### config.mk
export PLATFORM = sky130hd
export DESIGN_NAME = dice_pattern_reader_flat
export DESIGN_NICKNAME = d
export VERILOG_FILES = /design/src/rtl/dice_pattern_reader_if.sv /design/src/rtl/dice_pattern_reader.sv /design/src/flat_wrapper.sv
export SDC_FILE = /design/constraint.sdc
export NUM_CORES = 1
export LEC_CHECK = 0
export CAP_MARGIN = 5
export CORE_MARGIN = 5
export CORE_UTILIZATION = 49
export CTS_CLUSTER_DIAMETER = 100
export DETAILED_ROUTE_END_ITERATION = 10
export PLACE_DENSITY = 0.69
export SETUP_SLACK_MARGIN = 0.3
export SYNTH_ARGS = -nofsm -noshare
export SYNTH_HDL_FRONTEND = slang
export SYNTH_SLANG_ARGS = --single-unit
### constraint.sdc
create_clock -name i_Clk -period 3.75 [get_ports i_Clk]
set_clock_uncertainty 0.1 [all_clocks]
set_input_delay 0.375 -clock i_Clk [delete_from_list [all_inputs] [get_ports i_Clk]]
set_output_delay 0.375 -clock i_Clk [all_outputs]
set_load 0.01 [all_outputs]
### src/rtl/dice_pattern_reader_if.sv
// dice_pattern_reader_if: pip inputs and decoded face outputs of the dice reader.
interface dice_pattern_reader_if;
    logic [6:0] i_Pips;
    logic [2:0] o_Number;
    logic       o_Valid;
    logic       o_Error;
    logic [7:0] o_Roll_Count;
    modport master (output i_Pips, input o_Number, o_Valid, o_Error, o_Roll_Count);
    modport slave (input i_Pips, output o_Number, o_Valid, o_Error, o_Roll_Count);
endinterface

### src/rtl/dice_pattern_reader.sv
// dice_pattern_reader: debounces a 7-pip die face and reports accepted rolls.
module dice_pattern_reader #(
    parameter int STABLE_CYCLES = 250000
) (
    input logic i_Clk,
    input logic i_Reset,
    dice_pattern_reader_if.slave bus
);
    localparam int W = $clog2(STABLE_CYCLES);
    localparam logic [W-1:0] LAST = W'(STABLE_CYCLES - 1);
    typedef enum logic [1:0] {SETTLING, LOCKED, FAULT} state_t;
    state_t state;
    logic [6:0] sync1, sync2, cand;
    logic [W-1:0] cnt, cnt_next;
    logic [2:0] face;
    logic legal;
    assign cnt_next = cnt + W'(1);
    always_comb begin
        face = 3'd0;
        legal = 1'b1;
        case (cand)
            7'b0000000: face = 3'd0;
            7'b0001000: face = 3'd1;
            7'b1000001: face = 3'd2;
            7'b1001001: face = 3'd3;
            7'b1010101: face = 3'd4;
            7'b1011101: face = 3'd5;
            7'b1110111: face = 3'd6;
            default: legal = 1'b0;
        endcase
    end
    // Acceptance happens on the edge where the count reaches its final value.
    always_ff @(posedge i_Clk) begin
        if (i_Reset) begin
            sync1 <= '0;
            sync2 <= '0;
            cand <= '0;
            cnt <= '0;
            state <= SETTLING;
            bus.o_Number <= '0;
            bus.o_Valid <= 1'b0;
            bus.o_Error <= 1'b0;
            bus.o_Roll_Count <= '0;
        end else begin
            sync1 <= bus.i_Pips;
            sync2 <= sync1;
            bus.o_Valid <= 1'b0;
            if (sync2 != cand) begin
                cand <= sync2;
                cnt <= '0;
                state <= SETTLING;
            end else if (state == SETTLING) begin
                cnt <= cnt_next;
                if (cnt_next == LAST) begin
                    if (legal) begin
                        state <= LOCKED;
                        bus.o_Number <= face;
                        bus.o_Error <= 1'b0;
                        if (face != 3'd0) begin
                            bus.o_Valid <= 1'b1;
                            bus.o_Roll_Count <= bus.o_Roll_Count + 8'd1;
                        end
                    end else begin
                        state <= FAULT;
                        bus.o_Error <= 1'b1;
                    end
                end
            end
        end
    end
endmodule

### src/flat_wrapper.sv
// flat-port wrapper written by rule: the top's interface ports become plain ports
module dice_pattern_reader_flat 
#(
    parameter int STABLE_CYCLES = 250000
)
  (i_Clk, i_Reset, bus_i_Pips, bus_o_Number, bus_o_Valid, bus_o_Error, bus_o_Roll_Count);
  dice_pattern_reader_if bus_i ();
  input logic i_Clk;
  input logic i_Reset;
  input wire logic [$bits(bus_i.i_Pips)-1:0] bus_i_Pips;
  output wire logic [$bits(bus_i.o_Number)-1:0] bus_o_Number;
  output wire logic [$bits(bus_i.o_Valid)-1:0] bus_o_Valid;
  output wire logic [$bits(bus_i.o_Error)-1:0] bus_o_Error;
  output wire logic [$bits(bus_i.o_Roll_Count)-1:0] bus_o_Roll_Count;
  assign bus_i.i_Pips = bus_i_Pips;
  assign bus_o_Number = bus_i.o_Number;
  assign bus_o_Valid = bus_i.o_Valid;
  assign bus_o_Error = bus_i.o_Error;
  assign bus_o_Roll_Count = bus_i.o_Roll_Count;
  dice_pattern_reader #(.STABLE_CYCLES(STABLE_CYCLES)) u_core (.i_Clk(i_Clk), .i_Reset(i_Reset), .bus(bus_i));
endmodule
==> run metrics, run 1 <==
power per cell area 326.8 nW/um^2; f_max 0.3609 GHz; ys flop type dfxtp_1; layout cells sized above 1 8.307%; Final TNS setup 0 ns; Clock Sinks 54; Lkg Pwr 1.038 nW; final worst-path cycle share 73.89%; Syn Nets 310; DRT antenna net count 0; WHS Endpoint u_core.sync2[2]$_SDFF_PP0_; Rows 27; final slew viol count 0; Avg Inst Size Synth 9.107 um^2; CORE AREA 5439 um^2; initial antenna violation count 0; H-Tree Depth 2; Residual DRC 0; I/O Buffers 21; post-cts resize count 0; Yosys warning count 0; Mapped Cells 298; clk slew on worst S/H paths 0.11 ns; Crit. End Element register; fin nets 324; sw frac 24.44%; Area after DPL 2939 um^2; critical path type register to register; metal1 wirelength 2550 um; Area Growth Syn to Fin 11.80%; 1st-pass router iterations 4; Netlist cell types 59; unrepaired setup endpoints after global routing no; worst-case reg-to-reg path depth 7; Root Buffer clkbuf_8; top cells by area, synth dfxtp_1, nor2b_1, xnor2_1, nor2_1, xor2_1; fraction of registers with async set/reset 0%; Slowest-stage cell, CP dfxtp_1; logic gate share of total power 5.6%; cell-internal power 0.7493 mW; met2 wire len 2373 um; synthesized flop and latch total 54; Worst setup SP type register; CP required 3.86 ns; register share of total power 59.7%; final hold vios 0; DPL Wire Length 3712 um; Die X 84.42 um; Psw 0.2423 mW; vias per cell 5.522; CTS tree done; gp weighted congestion 0.7927; EDFF count, synth 0; post-synthesis sequential area ratio 39.83%; Reg-to-Reg Start u_core.cnt[0]$_SDFFE_PP0N_; hold path depth 1; Yosys top cell by area dfxtp_1; # IOs 22; Hold-fix buffers, CTS 0; Final setup viols 0; total CTS buffers 5; CP Cell Sequence ha_1 -> nand4_1 -> xnor2_1 -> and4b_1 -> o221ai_2 -> nor4_1 -> mux2_1; Max Cap Violations 0; Die Height 84.42 um; worst-path maximum fanout 17; Hold Crit Class register to register; top layer in use met4; Buf/Inv on CP 0; first-pass GRT wire length 9128 um; WP data arrival 2.88 ns; Ant. Diodes 0; Post-CTS Setup Bufs 0; Yosys top cell area share 39.83%; clock share of power 34.7%; Synth Cell Area 2714 um^2; Initial Utilization 49.90%; die area 7127 um^2; Clk Latency, worst-skew pair 0.31 ns; hold path start u_core.sync1[2]$_SDFF_PP0_; Filler cells 496; Overflow after GRT 0; capturing point of the worst reg2reg path u_core.bus.o_Roll_Count[7]$_SDFFE_PP0P_; vias in the first global route 2,041; routed len/inst 13.43 um; min Tclk post-route 2.771 ns; status complete, no violations; Routed WL 5169 um; Top delay family on crit path simple AND/OR/NAND/NOR gates; Met3 Wirelength 171 um; DRT iter0 DRCs 114; VDD IR max 0.2211 mV; cell with the most instances after synthesis dfxtp_1; slew of the pin with the lowest slew margin 0.7409 ns; total global routing track utilization 15.38%; setup ws final 0.9792 ns; Critical Path Max Stage Delay 0.48 ns; commonest cells in the netlist dfxtp_1, nor2_1, nor2b_1; DP Worst Slack 1.011 ns; R2R Setup Slk 0.98 ns; design area 3034 um^2; clk buf depth 2; routed via count 2,126; Rel. slew slack 50.61%; largest net degree at the start of global routing 40
-- routing by layer --
metal,up-vias,track usage (%)
met3,6,3.533
met4,0,5.612
li1,1099,-
met1,988,19.88
met5,-,0
met2,33,25.11
-- power groups by stage --
stage / combinational (mW) / clock, mW / sequential, mW
3_3_place_gp: 0.0547 / 0 / 0.604
3_5_place_dp: 0.0560 / 0 / 0.605
4_1_cts: 0.0561 / 0.357 / 0.592
6_report: 0.0553 / 0.344 / 0.592
5_1_grt: 0.0615 / 0.384 / 0.594
2_1_floorplan: 0.0421 / 0 / 0.602
-- registers in the layout, indices dropped and copies added (netlist names) --
register / count
u_core.bus.o_Error: 1
u_core.bus.o_Number: 3
u_core.bus.o_Roll_Count: 8
u_core.bus.o_Valid: 1
u_core.cand: 7
u_core.cnt: 18
u_core.state: 2
u_core.sync1: 7
u_core.sync2: 7
-- metrics by stage --
step           instances  power [mW]  utilization (%)  hold WS [ns]
2_1_floorplan        298      0.6443                -        0.3138
3_3_place_gp         377      0.6592            54.04        0.3176
3_5_place_dp         377      0.6611            54.04        0.3204
4_1_cts              385       1.005            55.79        0.3459
5_1_grt              385       1.039            55.79        0.3702
6_report             385      0.9916            55.79        0.3429
-- worst reg2reg max path, cell delays in order, from the launching register on --
cell and delay (ns):
dfxtp_1 0.48, ha_1 0.36, nand4_1 0.26, xnor2_1 0.20, and4b_1 0.24, o221ai_2 0.30, nor4_1 0.38, mux2_1 0.34
-- cells in the final DEF (no fill, tap or decap), types with 4 or more instances in the layout --
cell type and instances:
a21oi_1 13, and2_1 6, and3_1 4, clkbuf_8 5, clkdlybuf4s50_1 21, dfxtp_1 54
inv_1 6, mux2_1 4, nand2_1 14, nand3_1 12, nand4_1 12, nor2_1 31
nor2b_1 28, nor3_1 5, o21ai_0 5, o41ai_1 4, or3_1 5, xnor2_1 14
xor2_1 12
-- how the worst max path moves through the flow --
stage,start,slack [ns],to,cells past startpoint
3_3_place_gp,u_core.cnt[0]$_SDFFE_PP0N_,1.08,u_core.bus.o_Roll_Count[7]$_SDFFE_PP0P_,7
5_1_grt,u_core.cnt[1]$_SDFFE_PP0N_,0.72,u_core.bus.o_Roll_Count[6]$_SDFFE_PP0P_,7
2_1_floorplan,u_core.cnt[0]$_SDFFE_PP0N_,1.32,u_core.bus.o_Roll_Count[7]$_SDFFE_PP0P_,8
6_report,u_core.cnt[0]$_SDFFE_PP0N_,0.98,u_core.bus.o_Roll_Count[7]$_SDFFE_PP0P_,7
3_5_place_dp,u_core.cnt[0]$_SDFFE_PP0N_,1.01,u_core.bus.o_Roll_Count[7]$_SDFFE_PP0P_,7
4_1_cts,u_core.cnt[0]$_SDFFE_PP0N_,0.97,u_core.bus.o_Roll_Count[7]$_SDFFE_PP0P_,7
-- logic make-up after synthesis --
family          count (synthesis)  synth area share (%)
flops                          54                 39.83
buf+inv                        21                 3.873
fa+ha+maj                       3                 1.383
xor+xnor                       26                 8.391
mux                             5                 2.213
compound gates                 49                 14.43
simple gates                  140                 29.88
-- final cells by class --
cell class	instances	area, um^2	area share (%)
Inverter	6	22.52	0.7423
Multi-Input combinational cell	223	1528	50.35
Clock inverter	3	26.28	0.8660
Tap cell	72	90.09	2.969
Timing Repair Buffer	22	217.7	7.175
Clock buffer	5	68.82	2.268
Sequential cell	54	1081	35.63
Note: power is estimated with default switching activity, not from simulation.
==> run 2: changes to the inputs <==
- PLACE_DENSITY: 0.69 -> 0.72
- clock period: 3.75 -> 2.3 ns (I/O delays scaled with it)
==> run 2 against run 1 <==
Total power increased by 65%. Worst setup slack got worse by 1.0 ns. Critical endpoint is now u_core.bus.o_Roll_Count[5]$_SDFFE_PP0P_. Hold slack better by 0.0039 ns. The flow now finishes with violations (setup timing). Via count grew 11%.
==> run metrics, run 2 (synthesized netlist as in run 1, its figures left out) <==
Area Growth Syn to Fin 34.81% (was 11.80%); DP Worst Slack -0.09441 ns (was 1.011 ns); H-Tree Depth 2 (unchanged); Ant. Diodes 0 (unchanged); DPL Wire Length 4259 um (was 3712 um); CP required 2.45 ns (was 3.86 ns); largest net degree at the start of global routing 40 (unchanged); commonest non-fill, non-tap cells in the layout dfxtp_1, buf_4, nor2_1 (was dfxtp_1, nor2_1, nor2b_1); # IOs 22 (unchanged); hold path depth 1 (unchanged); unrepaired setup endpoints after global routing yes (was no); Clock Sinks 54 (unchanged); commonest non-fill, non-tap cell in the layout dfxtp_1 (unchanged); final hold vios 0 (unchanged); first-pass GRT wire length 10,760 um (was 9128 um); biggest regs u_core.cnt x18, u_core.bus.o_Roll_Count x8 (unchanged); Root Buffer clkbuf_8 (unchanged); vias in the first global route 2,329 (was 2,041); Buf/Inv on CP 3 (was 0); initial antenna violation count 0 (unchanged); Final setup viols 8 (was 0); hold path start u_core.sync1[3]$_SDFF_PP0_ (was u_core.sync1[2]$_SDFF_PP0_); Largest register FFs 18 (unchanged); CORE AREA 5439 um^2 (unchanged); Total Power 1.636 mW (was 0.9916 mW); VDD IR max 0.4254 mV (was 0.2211 mV); Max Cap Violations 0 (unchanged); Routed WL 6372 um (was 5169 um); Hold Crit Class register to register (unchanged); power per cell area 447.1 nW/um^2 (was 326.8 nW/um^2); critical path type register to register (unchanged); Slowest-stage cell, CP or4_1 (was dfxtp_1); Rel. slew slack 67.64% (was 50.61%); register bank with the most flops u_core.cnt (unchanged); Residual DRC 0 (unchanged); worst-path maximum fanout 8 (was 17); Area after DPL 3304 um^2 (was 2939 um^2); clk slew on worst S/H paths 0.11 ns (about the same); Clk Latency, worst-skew pair 0.31 ns (about the same); min Tclk post-route 2.358 ns (was 2.771 ns); Die X 84.42 um (unchanged); Rows 27 (unchanged); capturing point of the worst reg2reg path u_core.bus.o_Roll_Count[5]$_SDFFE_PP0P_ (was u_core.bus.o_Roll_Count[7]$_SDFFE_PP0P_); Top delay family on crit path simple AND/OR/NAND/NOR gates (unchanged); non-filler cells, final 432 (was 385); CP Cell Sequence buf_4 -> nand3_1 -> nor3_4 -> buf_4 -> and4_2 -> o2111ai_4 -> buf_12 -> or4_1 -> a21oi_2 (was ha_1 -> nand4_1 -> xnor2_1 -> and4b_1 -> o221ai_2 -> nor4_1 -> mux2_1); f_max 0.4241 GHz (was 0.3609 GHz); final worst-path cycle share 102.5% (was 73.89%); Reg-to-Reg Start u_core.cnt[3]$_SDFFE_PP0N_ (was u_core.cnt[0]$_SDFFE_PP0N_); routed via count 2,365 (was 2,126); WP data arrival 2.51 ns (was 2.88 ns); clk buf depth 2 (unchanged); layout cells sized above 1 30.28% (was 8.307%); Initial Utilization 49.90% (unchanged); CTS tree done (unchanged); Die Height 84.42 um (unchanged); Inst Count DP 411 (was 377); WHS Endpoint u_core.sync2[3]$_SDFF_PP0_ (was u_core.sync2[2]$_SDFF_PP0_); routed len/inst 14.75 um (was 13.43 um); slew of the pin with the lowest slew margin 0.4791 ns (was 0.7409 ns); worst-case reg-to-reg path depth 9 (was 7); Critical Path Max Stage Delay 0.42 ns (was 0.48 ns); die area 7127 um^2 (unchanged); Crit. End Element register (unchanged); I/O Buffers 21 (unchanged); Hold-fix buffers, CTS 0 (unchanged); setup ws final -0.05775 ns (was 0.9792 ns); DRT iter0 DRCs 91 (was 114); vias per cell 5.475 (was 5.522); R2R Setup Slk -0.06 ns (was 0.98 ns); Lkg Pwr 1.382 nW (was 1.038 nW); DRT antenna net count 0 (unchanged); violated checks setup timing; design area 3659 um^2 (was 3034 um^2); gp weighted congestion 0.9015 (was 0.7927); Fin Hold WS 0.3468 ns (was 0.3429 ns); final slew viol count 0 (unchanged); Most common cell on crit path buf_4; status finished, violations left (was complete, no violations); 1st-pass router iterations 4 (unchanged); total CTS buffers 5 (unchanged); Worst setup SP type register (unchanged); total global routing track utilization 18.42% (was 15.38%); fin nets 371 (was 324); Overflow after GRT 0 (unchanged)
==> run 2: cell types whose count changed in the layout (fill, tap and decap cells not counted), moves of 3 or more <==
cell / change
o41ai_1: -3
buf_4: +41
dfxtp_2: +5
buf_6: +3
nor3_2: +3
dfxtp_1: -7
nor3_1: -4
o41ai_2: +3
==> run 2: how the worst max path moves through the flow <==
stage	depth (start not counted)	to	slack (ns)	startpoint
2_1_floorplan	8	u_core.bus.o_Roll_Count[3]$_SDFFE_PP0P_	0.07	u_core.cnt[0]$_SDFFE_PP0N_
3_3_place_gp	7	u_core.bus.o_Roll_Count[7]$_SDFFE_PP0P_	-0.04	u_core.cnt[0]$_SDFFE_PP0N_
3_5_place_dp	9	u_core.bus.o_Number[2]$_SDFFE_PP0P_	-0.09	u_core.cnt[0]$_SDFFE_PP0N_
4_1_cts	8	u_core.bus.o_Roll_Count[5]$_SDFFE_PP0P_	-0.03	u_core.cnt[0]$_SDFFE_PP0N_
5_1_grt	9	u_core.bus.o_Roll_Count[4]$_SDFFE_PP0P_	-0.20	u_core.cnt[3]$_SDFFE_PP0N_
6_report	9	u_core.bus.o_Roll_Count[5]$_SDFFE_PP0P_	-0.06	u_core.cnt[3]$_SDFFE_PP0N_
==> run 2: final cells by class <==
class | count | area, um^2
clock buffers | 5 | 68.82
clock inverters | 3 | 26.28
fillers | 448 | 1780
inverters | 6 | 22.52
multi-input cells | 224 | 1757
flip-flops and latches | 54 | 1095
well taps | 72 | 90.09
repair buffers | 68 | 599.3
==> run 2: where the power goes <==
| part | internal (mW) | switching [mW] |
|---|---|---|
| registers | 0.951 | 0.0117 |
| clock network | 0.225 | 0.335 |
| logic | 0.0569 | 0.0569 |
==> run 2: repair_timing <==
action,4_1_cts,5_1_grt
cloned,1,0
endpoints found under the hold margin,0,0
pin swaps,15,2
gates resized for setup,24,10
setup buffers,11,1
setup endpoints to repair,18,22
==> run 2: metrics by stage <==
| step | util (%) | setup TNS, ns |
|---|---|---|
| CTS | 66.37 | -0.07761 |
| floorplan | - | 0 |
| detailed placement | 60.75 | -0.5416 |
| finish | 67.26 | -0.2501 |
| global placement | 60.75 | -0.09673 |
| global route | 67.26 | -1.817 |
==> run 2: routing by layer <==
layer	share of wire [%]	GRT usage, %	vias to the layer above
met4	2.0	5.180	0
met1	44	22.01	1115
met5	0	0	-
met3	4.0	4.122	13
met2	50	33.07	53
li1	-	-	1184
